==> config.mk <==
export PLATFORM = sky130hd
export DESIGN_NAME = mux_channel_sequencer
export DESIGN_NICKNAME = d
export VERILOG_FILES = /design/src/rtl/mux_channel_sequencer.sv
export SDC_FILE = /design/constraint.sdc
export NUM_CORES = 1
export LEC_CHECK = 0
export BUFFER_PORTS_ARGS = -buffer_cell sky130_fd_sc_hd__buf_2
export CORE_MARGIN = 8
export CORE_UTILIZATION = 54
export DETAILED_ROUTE_END_ITERATION = 7
export MAX_ROUTING_LAYER = met4
export PLACE_DENSITY_LB_ADDON = 0.15
export SYNTH_ARGS = -nofsm -noshare
export SYNTH_HDL_FRONTEND = slang
export SYNTH_SLANG_ARGS = --single-unit
==> constraint.sdc <==
create_clock -name Clock -period 5.6 [get_ports Clock]
set_clock_uncertainty 0.05 [all_clocks]
set_input_delay 0.28 -clock Clock [delete_from_list [all_inputs] [get_ports Clock]]
set_output_delay 0.28 -clock Clock [all_outputs]
set_load 0.005 [all_outputs]
==> src/rtl/mux_channel_sequencer.sv <==
// Channel register bank and select sequencer feeding the 4:1 channel multiplexer.
// Scans the enabled channels with a programmable dwell, free-running or single-stepped.
module mux_channel_sequencer #(
   parameter int unsigned WIDTH   = 8,
   parameter int unsigned DWELL_W = 8
) (
   input  logic               Clock,
   input  logic               Reset,
   input  logic               WrEn,
   input  logic [1:0]         WrAddr,
   input  logic [WIDTH-1:0]   WrData,
   input  logic               Run,
   input  logic               Step,
   input  logic [DWELL_W-1:0] Dwell,
   input  logic [3:0]         ChanMask,
   output logic [WIDTH-1:0]   A,
   output logic [WIDTH-1:0]   B,
   output logic [WIDTH-1:0]   C,
   output logic [WIDTH-1:0]   D,
   output logic [1:0]         Select,
   output logic               SelStrobe,
   output logic               Active
);

   typedef enum logic [0:0] {IDLE = 1'b0, SCAN = 1'b1} state_t;

   state_t             state, state_nxt;
   logic [DWELL_W-1:0] cnt, cnt_nxt;
   logic [1:0]         sel_nxt;
   logic               strobe_nxt;
   logic               active_nxt;
   logic               adv;

   // First enabled channel after s, wrapping back to s itself; s when nothing is enabled.
   function automatic logic [1:0] nxt_chan(input logic [1:0] s, input logic [3:0] m);
      logic [1:0] c1, c2, c3;
      c1 = s + 2'd1;
      c2 = s + 2'd2;
      c3 = s + 2'd3;
      if (m[c1])      return c1;
      else if (m[c2]) return c2;
      else if (m[c3]) return c3;
      else            return s;
   endfunction

   always_ff @(posedge Clock) begin
      if (Reset) state <= IDLE;
      else       state <= state_nxt;
   end

   always_comb begin
      state_nxt = state;
      case (state)
         IDLE:    if (Run)  state_nxt = SCAN;
         SCAN:    if (!Run) state_nxt = IDLE;
         default: state_nxt = IDLE;
      endcase
   end

   // Dwell counting and advance decisions; the Run transition always wins over an advance.
   always_comb begin
      adv     = 1'b0;
      cnt_nxt = cnt;
      case (state)
         IDLE: begin
            cnt_nxt = '0;
            if (!Run && Step) adv = 1'b1;
         end
         SCAN: begin
            if (!Run) begin
               cnt_nxt = '0;
            end else if (cnt >= Dwell) begin
               adv     = 1'b1;
               cnt_nxt = '0;
            end else begin
               cnt_nxt = cnt + DWELL_W'(1);
            end
         end
         default: cnt_nxt = '0;
      endcase
      sel_nxt    = adv ? nxt_chan(Select, ChanMask) : Select;
      strobe_nxt = (sel_nxt != Select);
      active_nxt = (state_nxt == SCAN);
   end

   always_ff @(posedge Clock) begin
      if (Reset) begin
         cnt       <= '0;
         Select    <= 2'd0;
         SelStrobe <= 1'b0;
         Active    <= 1'b0;
      end else begin
         cnt       <= cnt_nxt;
         Select    <= sel_nxt;
         SelStrobe <= strobe_nxt;
         Active    <= active_nxt;
      end
   end

   // Channel registers are written independently of the scan state.
   always_ff @(posedge Clock) begin
      if (Reset) begin
         A <= '0;
         B <= '0;
         C <= '0;
         D <= '0;
      end else if (WrEn) begin
         case (WrAddr)
            2'd0:    A <= WrData;
            2'd1:    B <= WrData;
            2'd2:    C <= WrData;
            default: D <= WrData;
         endcase
      end
   end

endmodule

After elaboration in Yosys (flattened, before gate mapping)

Index checks and enable logic that the tools add are counted.

Add/subtract/negate cells: 4
Magnitude comparators: 4
Equality and inequality tests: 3
Multiplexer cells: 18
Bitwise logic cells: 2
Reductions and logical operators: 8

Operators by type and width:

| operator              | count |
|---|---|
| $mux W8               | 2 |
| $pmux W8 S2           | 1 |
| $lt A2 B3 Y1 const B  | 3 |
| $add A8 B1 Y8 const B | 1 |
| $ge A8 B8 Y1          | 1 |
| $mux W2               | 4 |
| $reduce_and A2 Y1     | 4 |
| $mux W1               | 7 |
| $bmux W1 S2           | 3 |
| $add A2 B2 Y2 const B | 2 |
| $reduce_or A3 Y1      | 1 |
| $add A2 B1 Y2 const B | 1 |
| $eq A2 B1 Y1 const B  | 1 |
| $eq A2 B2 Y1 const B  | 1 |
| $logic_not A2 Y1      | 1 |
| $ne A2 B2 Y1          | 1 |
| $not A1 Y1            | 2 |
| $pmux W1 S2           | 1 |
| $logic_and A1 B1 Y1   | 1 |
| $logic_not A1 Y1      | 1 |

Flip-flop bits (word level): 44
Bits of input ports: 27

Longest topological paths before layout

Gate-level depths: netlist of run 1.

Word-level depth: 8
Gate-level depth with buffers: 8
Gate-level depth less buffers: 7

Least setup slack after synthesis of run 1

Ideal clock, no wire load.

Path type: register to register
Start point: reg cnt[0]
End point: reg Select[1]
Data arrival time: 1719 ps
Data required time: 5427 ps
Path slack: 3708 ps
Cell stages (with the launch flop): 8
Path buffers: 0
Period minus slack after synthesis: 1892 ps
Cell sequence: dfxtp_1 > inv_1 > ha_1 > nand2b_4 > a2111oi_4 > o31ai_2 > o21ai_2 > mux2_1

Cells in the longest elaborated chain, start to end: 5

RTL lines:

| element                  | RTL line | source |
|---|---|---|
| start: declaration       | 28       | `logic [DWELL_W-1:0] cnt, cnt_nxt;` |
| start signal: assignment | 93       | `cnt <= cnt_nxt;` |
| $ge A8 B8 Y1             | 72       | `end else if (cnt >= Dwell) begin` |
| $mux W1                  | 72       |  |
| $mux W1                  | 70       | `if (!Run) begin` |
| $pmux W1 S2              | 64       | `case (state)` |
| $mux W2                  | 81       | `sel_nxt = adv ? nxt_chan(Select, ChanMask) : Select;` |
| end signal: assignment   | 94       | `Select <= sel_nxt;` |
| end: declaration         | 20       | `output logic [1:0] Select,` |

Every way passes these cells.
A chain may end at the register's enable or synchronous reset.

Worst setup path in the final report of run 1

Start point: reg cnt[0]
End point: reg cnt[6]

Cells in the longest elaborated chain, start to end: 4
Elaborated cells on any way between the ends: 5
Those cells by class: add/sub (1); order compare (1); mux (3)

RTL lines:

| element                                       | RTL line |
|---|---|
| $add A8 B1 Y8 or $ge A8 B8 Y1 (tied branches) | 76, 72 |
| $mux W8 *                                     | 72 |
| $mux W8 *                                     | 70 |
| $pmux W8 S2 *                                 | 64 |

Every way passes the cells marked *; elsewhere a longest branch is shown, timed or not.

==> metrics.txt, run 1 <==
mapped cell area 1979 um^2; Mapped Nets 240; post-CTS setup buffer count 0; DR WL/cell 13.16 um; peak supply drop approximately 140 uV; initial antenna violation count 0; Slew Limit Fails 0; cts hold-fix bufs 0; Syn Inst Count a little over 200; Critical Path, Cell by Cell inv_1 > ha_1 > nand2b_4 > a2111oi_4 > o31ai_2 > or2_1 > nor2_2; met1 Use GR 15.87%; CP delay by family, top simple AND/OR/NAND/NOR gates; Final setup viols 0; CP peak stage delay 0.41 ns; antenna cell count 0; M2 GR Usage 24.59%; EDFF count, synth 0; vias per inst 5.003; ys flop type dfxtp_1; CP Data Arrival Time 2.18 ns; endpoint class of the critical path register; FILL cells 319; RSZ-0062 raised after global routing no; area leader, netlist dfxtp_1; Port Buffer Count 62; row cnt 22; crit path buf inv count 1; nets@finish 300; Remaining DRCs 0; die width 76.55 um; H-tree Lvls 2; Worst R2R Setup Slack around 3.6 ns; commonest non-fill, non-tap cell in the layout buf_2; status completed; fin crit share 35.75%; Worst Max-Slew Pin Slew approximately 0.95 ns; DR iter-0 viols 78; busiest layer in global routing met2; Worst EP required 5.78 ns; CTS tree yes; CP startpoint kind register; leak pwr 1.241 nW; CP Max Fanout 8; endpoints failing hold 0; Post-synth ARST share 0%; vias in the first global route 1569; half-perimeter wire length after placement 3178 um; via count between 1500 and 2000; CTS sink count 44; final setup TNS 0 ns; Die Span Y ~77 um; first-pass GRT wire length 7065 um; Final ANT Viol Nets 0; synthesized area per cell 9.703 um^2; Boundary Pins 63; Hold Path Class input pin to register; Post-Route WL 4118 um; Crit-path slowest cell or2_1; synthesis-stage register bit count 44; Max-Slew Margin vs Limit a little over a third; Max Cap Viol 0; fraction of layout cells with a size suffix above 1 31.32%; Clock transition at path regs ~0.090 ns; largest buffer count on any clock path 2; drt first pass iters 4; ranking of synthesized cells by area dfxtp_1 45%, mux2i_1 16%, nor2_1 7.4%; TritonCTS Buffers 5; commonest non-fill, non-tap cells in the layout 62 x buf_2, 44 x dfxtp_1, 39 x nor2_1; Core Footprint 3606 um^2; Period minus WS final 2.002 ns; Clk Latency, worst-skew pair 0.29 ns; Yosys cell types 34; post-synthesis sequential area ratio 44.50%; total power density per cell area 244.7 nW/um^2; CTS root buf clkbuf_8; placement-stage cell area 2308 um^2; full die area 5859 um^2; gr usage total between 10% and 20%; final core area utilization between 60% and 70%; P&R area growth vs syn 21.30%; Crit Path Category register to register; area share of the largest cell type after synthesis 44.50%; GRT overflow 0; starting density of the core 54.89%; met3 GRT Util about 5.4%; RePlAce Congestion 0.7734; post-CTS sizing 0; Final Cell Area 2401 um^2; fmax ~500 MHz; pin count of the biggest net entering global routing 39; Ys Warns 0
[stage by stage]
stage,hold slack [ns],std cells,total power [W],setup slack [ns]
floorplan,0.3131,204,0.0003716,3.708
global placement,0.4012,305,0.0003977,3.645
detailed placement,0.4105,305,0.0003990,3.584
CTS,0.2103,313,0.0005938,3.576
global route,0.2112,313,0.0006135,3.492
finish,0.2130,313,0.0005876,3.598
[logic make-up after synthesis]
kind of cell               count (synthesis)  synth area share (%)
and+or+nand+nor                           74                 18.27
xor gates and xnor gates                   7                 3.097
DFF                                       44                 44.50
adders and majority gates                  9                 5.689
AOI/OAI and AO/OA                         18                 7.459
buffers and inverters                     19                 4.235
muxes                                     33                 16.75
[cell usage after synthesis (3+ instances only)]
cell type / count
a21o_1: 3
a21oi_1: 6
buf_2: 4
clkbuf_1: 4
dfxtp_1: 44
ha_1: 9
inv_1: 10
mux2i_1: 32
nand2_1: 6
nand2b_1: 3
nand3_1: 4
nand3b_1: 3
nor2_1: 39
nor2_2: 7
nor2b_1: 3
xnor2_1: 3
xor2_1: 4
[state kept, by name (all words and copies together), names as in the netlist]
| register | cells |
|---|---|
| A | 8 |
| B | 8 |
| C | 8 |
| D | 8 |
| cnt | 8 |
| Select | 2 |
| Active | 1 |
| SelStrobe | 1 |
[metal layers]
metal  up-vias  wire length, um
met2        44             1952
met3         4              286
met5         -                0
li1        804                -
met4         0               42
met1       714             1837
[tightest hold or removal path, stage by stage]
cell and delay (ns):
buf_2 0.11, mux2i_1 0.07, nor2_1 0.07
[power breakdown]
| group | total, W | internal, W | switching (W) | leakage (nW) |
|---|---|---|---|---|
| Sequential | 0.000327 | 0.000322 | 0.00000499 | 0.357 |
| Clock | 0.000197 | 0.0000883 | 0.000108 | 0.0404 |
| Combinational | 0.0000645 | 0.0000311 | 0.0000335 | 0.843 |
[worst paths after layout]
path | startpoint | to | cells past startpoint
worst max-delay path | cnt[0] | cnt[6] | 7
worst min-delay path | WrData[4] | D[4] | 3
worst max register to register | cnt[0] | cnt[6] | 7
worst min register to register | cnt[0] | cnt[0] | 1
[layout make-up]
type | count | area (um^2) | area share, %
inverters | 10 | 37.54 | 1.563
flip-flops and latches | 44 | 880.8 | 36.69
repair buffers | 62 | 310.3 | 12.92
multi-input cells | 141 | 1020 | 42.47
well taps | 48 | 60.06 | 2.501
clock inverters | 3 | 23.77 | 0.9901
clock buffers | 5 | 68.82 | 2.866
Power figures use the tool's default switching activity.
==> inputs of run 2 (changes only) <==
CORE_UTILIZATION = 50   (was 54)
clock period = 1.9 ns   (was 5.6 ns; I/O delays follow)
==> metrics.txt, run 2 (synthesized netlist as in run 1, its figures left out) <==
total power density per cell area 738.6 nW/um^2 (was 244.7 nW/um^2); fin crit share 96.14% (was 35.75%); Slew Limit Fails 0 (unchanged); Die Span Y 78.92 um (was 76.55 um); vias in the first global route 1501 (was 1569); Max Cap Viol 0 (unchanged); Final setup viols 0 (unchanged); row cnt 23 (was 22); drt first pass iters 4 (unchanged); RSZ-0062 raised after global routing yes (was no); final core area utilization 64.42% (was 66.59%); commonest non-fill, non-tap cells in the layout 62 x buf_2, 43 x dfxtp_1, 39 x nor2_1 (was 62 x buf_2, 44 x dfxtp_1, 39 x nor2_1); fraction of layout cells with a size suffix above 1 35.04% (was 31.32%); die width 78.92 um (was 76.55 um); Cells after DPL 314 (was 305); Final Cell Area 2521 um^2 (was 2401 um^2); CTS sink count 44 (unchanged); final setup TNS 0 ns (unchanged); endpoints failing hold 0 (unchanged); TritonCTS Buffers 5 (unchanged); full die area 6228 um^2 (was 5859 um^2); Worst Max-Slew Pin Slew 0.5615 ns (was 0.9462 ns); DR WL/cell 13.01 um (was 13.16 um); Core Footprint 3914 um^2 (was 3606 um^2); Non-Filler Instances 324 (was 313); Max-Slew Margin vs Limit 62.46% (was 36.64%); Crit Path Category register to register (unchanged); Period minus WS final 1.827 ns (was 2.002 ns); Post-Route WL 4216 um (was 4118 um); via count 1599 (was 1566); nets@finish 309 (was 300); CP startpoint kind register (unchanged); DR iter-0 viols 65 (was 78); Final ANT Viol Nets 0 (unchanged); leak pwr 1.308 nW (was 1.241 nW); Worst EP required 2.04 ns (was 5.78 ns); GRT overflow 0 (unchanged); CTS root buf clkbuf_8 (unchanged); RePlAce Congestion 0.8059 (was 0.7734); H-tree Lvls 2 (unchanged); CP Data Arrival Time 1.96 ns (was 2.18 ns); vias per inst 4.935 (was 5.003); pin count of the biggest net entering global routing 38 (was 39); initial antenna violation count 0 (unchanged); status completed (unchanged); Boundary Pins 63 (unchanged); placement-stage cell area 2364 um^2 (was 2308 um^2); Min Hold Slack 0.03109 ns (was 0.2130 ns); commonest non-fill, non-tap cell in the layout buf_2 (unchanged); half-perimeter wire length after placement 3222 um (was 3178 um); CP Max Fanout 3 (was 8); first-pass GRT wire length 6720 um (was 7065 um); P&R area growth vs syn 27.37% (was 21.30%); CTS tree yes (unchanged); peak supply drop 375.9 uV (was 143.0 uV); gr usage total 13.79% (was 14.65%); Clock transition at path regs 0.08 ns (was 0.09 ns); fmax 547.4 MHz (was 499.5 MHz); Clk Latency, worst-skew pair 0.29 ns (about the same); Remaining DRCs 0 (unchanged); Port Buffer Count 62 (unchanged); endpoint class of the critical path register (unchanged); largest buffer count on any clock path 2 (unchanged); starting density of the core 50.58% (was 54.89%); Hold Path Class input pin to register (unchanged); antenna cell count 0 (unchanged)
## run 2: area by class of cell
| type | count | area [um^2] |
|---|---|---|
| Multi-Input combinational cell | 141 | 1047 |
| Clock buffer | 5 | 68.82 |
| Sequential cell | 44 | 882.1 |
| Timing Repair Buffer | 71 | 380.4 |
| Fill cell | 381 | 1393 |
| Tap cell | 50 | 62.56 |
| Inverter | 10 | 37.54 |
| Clock inverter | 3 | 42.54 |
## run 2: metal layers
layer  wire, um  track usage [%]  vias up
li1           -                -      822
met1       1830            14.74      732
met2       2042            22.70       40
met3        292            5.418        5
met4         51            5.000        0
met5          0                -        -
## run 2: timing repair
item	4_1_cts	5_1_grt
endpoints found under the setup margin	8	4
hold buffers	1	0
pin swaps	0	4
resized for setup	1	5
endpoints found under the hold margin	1	0
buffers inserted	0	1
## run 2: stage by stage
stage / total power, W / setup slack, ns
2_1_floorplan: 0.001095 / 0.007765
5_1_grt: 0.001952 / 0.002392
6_report: 0.001862 / 0.07328
4_1_cts: 0.001885 / 0.008255
3_5_place_dp: 0.001181 / -0.03267
3_3_place_gp: 0.001177 / 0.02180
## run 2: final timing paths
| path | from | end | slack [ns] | cells after the start |
|---|---|---|---|---|
| worst min register to register | A[6] | A[6] | 0.44 | 2 |
| worst min-delay path | WrData[5] | B[5] | 0.03 | 3 |
| worst max-delay path | cnt[0] | Select[1] | 0.07 | 7 |
| worst max register to register | cnt[0] | Select[1] | 0.07 | 7 |
## run 2: critical path, cell delays in order (launching register included)
cell and delay (ns):
dfxtp_2 0.34, inv_2 0.04, ha_4 0.22, nand2b_4 0.14
a2111oi_4 0.33, o31ai_4 0.12, o21ai_2 0.18, mux2_4 0.31
## run 2: power by group
part / internal, W / total [W] / switching, W
clock network: 0.000389 / 0.000698 / 0.000309
registers: 0.000948 / 0.000963 / 0.0000151
logic: 0.0000995 / 0.000201 / 0.000102
